## src/rtl/bcd_code5_tx.sv

```systemverilog
// bcd_code5_tx: BCD digit to 2-of-5 (weights 7,4,2,1,0) encoder with parallel output and UART-like serial frame.
// Optional 2-entry input digit FIFO is enabled by defining CODE5_TX_FIFO_EN.
module bcd_code5_tx #(
    parameter int CLKS_PER_BIT = 4,
    parameter int STOP_BITS    = 1
) (
    input  logic       clk,
    input  logic       rst_n,
    input  logic [3:0] digit_i,
    input  logic       valid_i,
    output logic       ready_o,
    output logic [4:0] code_o,
    output logic       code_valid_o,
    output logic       tx_o,
    output logic       busy_o,
    output logic       err_o
);

    typedef enum logic [1:0] {
        IDLE,
        START,
        DATA,
        STOP
    } state_t;

    localparam logic [15:0] BIT_LAST  = 16'(CLKS_PER_BIT - 1);
    localparam logic [2:0]  STOP_LAST = 3'(STOP_BITS - 1);

    state_t      state_q, state_d;
    logic [15:0] cnt_q, cnt_d;
    logic [2:0]  idx_q, idx_d;
    logic [4:0]  code_q, code_d;
    logic        code_valid_q, code_valid_d;
    logic        err_q, err_d;
    logic        load;
    logic [3:0]  load_digit;
    logic        bit_done;

    function automatic logic [4:0] encode(input logic [3:0] d);
        case (d)
            4'd0:    return 5'b11000;
            4'd1:    return 5'b00011;
            4'd2:    return 5'b00101;
            4'd3:    return 5'b00110;
            4'd4:    return 5'b01001;
            4'd5:    return 5'b01010;
            4'd6:    return 5'b01100;
            4'd7:    return 5'b10001;
            4'd8:    return 5'b10010;
            4'd9:    return 5'b10100;
            default: return 5'b00000;
        endcase
    endfunction

`ifdef CODE5_TX_FIFO_EN
    logic [3:0] fifo_q [2];
    logic [3:0] fifo_d [2];
    logic       rd_ptr_q, rd_ptr_d;
    logic       wr_ptr_q, wr_ptr_d;
    logic [1:0] count_q, count_d;
    logic       push;
    logic       pop;

    assign ready_o    = (count_q != 2'd2);
    assign push       = valid_i && ready_o;
    // The encoder only consumes a digit when the serialiser is free.
    assign pop        = (state_q == IDLE) && (count_q != 2'd0);
    assign load       = pop;
    assign load_digit = fifo_q[rd_ptr_q];

    always_comb begin
        fifo_d   = fifo_q;
        rd_ptr_d = rd_ptr_q;
        wr_ptr_d = wr_ptr_q;
        count_d  = count_q;
        if (push) begin
            fifo_d[wr_ptr_q] = digit_i;
            wr_ptr_d         = ~wr_ptr_q;
        end
        if (pop) begin
            rd_ptr_d = ~rd_ptr_q;
        end
        if (push && !pop) begin
            count_d = count_q + 2'd1;
        end else if (pop && !push) begin
            count_d = count_q - 2'd1;
        end
    end

    always_ff @(posedge clk or negedge rst_n) begin
        if (!rst_n) begin
            fifo_q[0] <= '0;
            fifo_q[1] <= '0;
            rd_ptr_q  <= 1'b0;
            wr_ptr_q  <= 1'b0;
            count_q   <= 2'd0;
        end else begin
            fifo_q    <= fifo_d;
            rd_ptr_q  <= rd_ptr_d;
            wr_ptr_q  <= wr_ptr_d;
            count_q   <= count_d;
        end
    end
`else
    assign ready_o    = (state_q == IDLE);
    assign load       = valid_i && ready_o;
    assign load_digit = digit_i;
`endif

    assign bit_done = (cnt_q == BIT_LAST);

    always_ff @(posedge clk or negedge rst_n) begin
        if (!rst_n) begin
            state_q      <= IDLE;
            cnt_q        <= '0;
            idx_q        <= '0;
            code_q       <= '0;
            code_valid_q <= 1'b0;
            err_q        <= 1'b0;
        end else begin
            state_q      <= state_d;
            cnt_q        <= cnt_d;
            idx_q        <= idx_d;
            code_q       <= code_d;
            code_valid_q <= code_valid_d;
            err_q        <= err_d;
        end
    end

    // idx_q counts data bits in DATA and stop bits in STOP, so cnt_q never spans more than one bit.
    always_comb begin
        state_d = state_q;
        cnt_d   = cnt_q + 16'd1;
        idx_d   = idx_q;
        case (state_q)
            IDLE: begin
                cnt_d = '0;
                idx_d = '0;
                if (load) begin
                    state_d = START;
                end
            end
            START: begin
                if (bit_done) begin
                    state_d = DATA;
                    cnt_d   = '0;
                    idx_d   = '0;
                end
            end
            DATA: begin
                if (bit_done) begin
                    cnt_d = '0;
                    if (idx_q == 3'd4) begin
                        state_d = STOP;
                        idx_d   = '0;
                    end else begin
                        idx_d = idx_q + 3'd1;
                    end
                end
            end
            STOP: begin
                if (bit_done) begin
                    cnt_d = '0;
                    if (idx_q == STOP_LAST) begin
                        state_d = IDLE;
                        idx_d   = '0;
                    end else begin
                        idx_d = idx_q + 3'd1;
                    end
                end
            end
            default: begin
                state_d = IDLE;
                cnt_d   = '0;
                idx_d   = '0;
            end
        endcase
    end

    always_comb begin
        code_d       = code_q;
        code_valid_d = 1'b0;
        err_d        = 1'b0;
        if (load) begin
            code_d       = encode(load_digit);
            code_valid_d = 1'b1;
            err_d        = (load_digit > 4'd9);
        end
    end

    always_comb begin
        tx_o   = 1'b1;
        busy_o = 1'b1;
        case (state_q)
            IDLE:    busy_o = 1'b0;
            START:   tx_o   = 1'b0;
            DATA:    tx_o   = code_q[3'd4 - idx_q];
            STOP:    tx_o   = 1'b1;
            default: busy_o = 1'b0;
        endcase
    end

    assign code_o       = code_q;
    assign code_valid_o = code_valid_q;
    assign err_o        = err_q;

endmodule

```

## config.mk

```make
export PLATFORM = sky130hd
export DESIGN_NAME = bcd_code5_tx
export DESIGN_NICKNAME = d
export VERILOG_FILES = /design/src/rtl/bcd_code5_tx.sv
export SDC_FILE = /design/constraint.sdc
export NUM_CORES = 1
export LEC_CHECK = 0
export ABC_AREA = 1
export CORE_MARGIN = 1.5
export CORE_UTILIZATION = 40
export CTS_CLUSTER_SIZE = 12
export DETAILED_ROUTE_END_ITERATION = 10
export DONT_BUFFER_PORTS = 1
export PLACE_DENSITY = 0.56
export SLEW_MARGIN = 20
export SYNTH_ARGS = -nofsm -noshare
export SYNTH_HDL_FRONTEND = slang
export SYNTH_SLANG_ARGS = --single-unit
```

## constraint.sdc

```tcl
create_clock -name clk -period 1.3 [get_ports clk]
set_input_delay 0.26 -clock clk [delete_from_list [all_inputs] [get_ports clk]]
set_output_delay 0.26 -clock clk [all_outputs]
set_load 0.02 [all_outputs]
```

==> results by group <==
Synthesis
  • Synth cell count leaders: nand2_1 (43), nor2_1 (37), inv_1 (31)
  • Sequential cell area fraction in the yosys report: 0.405
  • Post-Synthesis Net Count: roughly 240
  • Ys flop type: dfrtp_1
  • Mapped Area: between 0.0015 and 0.002 sq mm
  • Top cells by area, synth: dfrtp_1 (41%), ha_1 (12%), nand2_1 (9.3%), nor2_1 (8.0%), inv_1 (6.7%)
  • Avg Inst Size Synth: 7.82 sq um
  • Synth warnings: 0
  • Mapped Cells: about 220
  • Yosys top cell by area: dfrtp_1
  • Top-area cell type share of the netlist area: 0.405
  • Number of synthesized flops with an enable pin: 0
  • Post-synth ARST share: 1.00
  • Synth unique cells: 30
  • Yosys reg bits: 28
  • Most common cell in the netlist: nand2_1

Clock tree
  • Num CTS Buffers: 3
  • Clock slew at reported path FFs: approximately 110 ps
  • H-tree levels: 1
  • Clock Tree Buf Depth: 2
  • Skew-Pair Late Insertion Delay: roughly 280 ps
  • Clock Tree Root: clkbuf_8
  • CTS tree: built
  • Clock sinks: 28

Pwr
  • Leak: between 1 and 1.5 nW
  • Peak VDD IR: between 1 and 1.5 mV
  • Power Density: ~1900 mW/mm^2

Global routing
  • Largest net degree at the start of global routing: 29
  • First-pass GRT wire length: about 6300 microns
  • GRT Util Overall: 0.179
  • Antenna violations before repair: 0
  • Vias in the first global route: 1432
  • Total grt overflow: 0

Worst setup path
  • Critical path class: reg2out
  • CP Buf/Inv Count: 1
  • Startpoint Class: register
  • Critical Path Stages: 6
  • Reg2reg path depth: 11
  • Crit. End Element: output port
  • Crit-path cells: inv_2 -> ha_4 -> ha_4 -> nand3_2 -> o211ai_1 -> nand2_2
  • Top delay family on crit path: adder cells
  • Crit path DAT: 1450 ps
  • CP max FO: 2
  • Most frequent CP cell: ha_4
  • CP max stage cell: dfrtp_1
  • Worst path max stage delay: approximately 380 ps
  • WP data required: between 1000 and 1500 ps

Floorplan
  • Die ar.: roughly 0.0047 sq mm
  • Initial Utilization: 0.423
  • Core footprint: just over 0.004 sq mm
  • # rows: 23
  • Horiz. Die Dim: 68.8 microns
  • Die height: between 60 and 70 microns
  • Number of top-level pins: 17

Routing
  • Remaining DRCs: 0
  • Average wire per cell in the routed design: approximately 14 microns
  • Met1 Routed Length: roughly 2100 microns
  • Met2 wire length: roughly 2100 microns
  • Met3 Wirelength: between 150 and 200 microns
  • Vias: around 1600
  • Top routing layer used: met4
  • Drt first pass iters: 4
  • Initial DRC count: 71
  • Antenna Nets Post-Route: 0
  • Vias per cell: approximately 5
  • Final wirelength: around 4500 microns

Hold path
  • Min-Delay Path Class: in2reg
  • Hold Crit Depth: 1

Finish
  • Non-Filler Instances: around 330
  • Filler instances: about 340
  • Diodes inserted: 0
  • Share of cells above drive strength 1: 0.438
  • Register Area: 702 sq um
  • Final net count: slightly above 300
  • Area Overhead vs Synth: 55.1%
  • Multi-input logic area: 0.00120 sq mm

Place
  • Placed cells: 311
  • GPL Wtd Cong: between 0.7 and 0.8
  • DPL Wire Length: slightly below 3000 microns
  • Port bufs: 0

Job
  • Max Cap Viol: 0

Timing
  • Setup TNS Final: -3760 ps
  • Max Slew Vio Count: 0
  • Minimum clock period: about 1700 ps
  • Max transition margin: 0.814
  • Tcrit/Tclk final: 1.31
  • Worst-Margin Slew: ~280 ps
  • Fin worst setup slack: -409 ps
  • Final hold violation count: 0
  • RSZ-0062 raised after global routing: yes
  • Final setup viols: 20
  • Clk_skew: around 7 ps
  • Fmax: 0.585 GHz

Outcome
  • Failing checks: setup timing
  • Status: finished with violations
per-layer routing:
| metal | GRT usage | vias to the layer above |
|---|---|---|
| met5 | 0 | - |
| met4 | 0.0613 | 0 |
| met3 | 0.0276 | 4 |
| met1 | 0.253 | 751 |
| li1 | - | 836 |
| met2 | 0.278 | 32 |
placed cells by master (no fill, tap or decap), drive strengths merged, types with 2 or more instances in the layout:
master / instances
ha: 16
nor3: 8
a21oi: 3
a31oi: 2
clkbuf: 4
or2: 2
nor2: 38
nand4: 5
nand3: 14
nor3b: 3
buf: 54
dfrtp: 28
xnor2: 2
clkinv: 2
xor2: 2
nand3b: 2
inv: 32
o21ai: 10
o211ai: 3
nand2: 45
stage by stage:
| stage | area [sq um] | setup slack [ps] | utilization | hold WS (ps) | power, W |
|---|---|---|---|---|---|
| after floorplan | 1810 | -138 | - | -35.6 | 0.00256 |
| after global placement | 2180 | -102 | 0.534 | -35.0 | 0.00343 |
| after detailed placement | 2180 | -141 | 0.534 | -34.9 | 0.00344 |
| after CTS | 2430 | -409 | 0.594 | 48.2 | 0.00455 |
| after global routing | 2680 | -504 | 0.656 | 33.7 | 0.00548 |
| final | 2680 | -409 | 0.656 | 51.6 | 0.00512 |
final cells by class:
| cell class | instances | share of cell area |
|---|---|---|
| timing repair buffer | 55 | 0.189 |
| tap | 50 | 0.0233 |
| sequential | 28 | 0.262 |
| multi-input combinational | 160 | 0.447 |
| inverter | 33 | 0.0546 |
| clock buffer | 4 | 0.0205 |
| timing repair inverter | 1 | 0.00326 |
registers in the layout, summed over array words and instances (netlist names):
| register | flops |
|---|---|
| idx_q | 3 |
| code_o | 5 |
| cnt_q | 16 |
| state_q | 2 |
| code_valid_o | 1 |
| err_o | 1 |
report_power, final:
| group | switching [W] | internal (W) | total, W |
|---|---|---|---|
| logic | 0.00161 | 0.00168 | 0.00330 |
| registers | 0.000192 | 0.00107 | 0.00126 |
| clock network | 0.000297 | 0.000272 | 0.000569 |
| total | 0.00210 | 0.00302 | 0.00512 |
kinds of logic after synthesis:
group           synth area share
xor+xnor                  0.0203
simple gates               0.308
compound gates            0.0767
fa+ha+maj                  0.116
flops                      0.405
buf+inv                   0.0745
repair_timing:
action                                  CTS  global route
hold buffers                              2             0
endpoints found under the setup margin   14            27
pin swaps                                12            16
setup buffers                             6             8
cloned                                    1             1
resized for setup                        34            57
endpoints found under the hold margin    28             0
path summary, 6_finish.rpt:
kind	start	end	slack, ps
max in group asynchronous	rst_n	cnt_q[4]$_DFF_PN0_	720
max	idx_q[1]$_DFFE_PN0P_	tx_o	-410
min in group asynchronous	rst_n	code_o[3]$_DFFE_PN0P_	400
min reg2reg	code_o[4]$_DFFE_PN0P_	code_o[4]$_DFFE_PN0P_	560
max reg2reg	state_q[0]$_DFFE_PN0P_	idx_q[1]$_DFFE_PN0P_	-400
min	digit_i[3]	code_o[0]$_DFFE_PN0P_	50
Power figures use the tool's default switching activity.
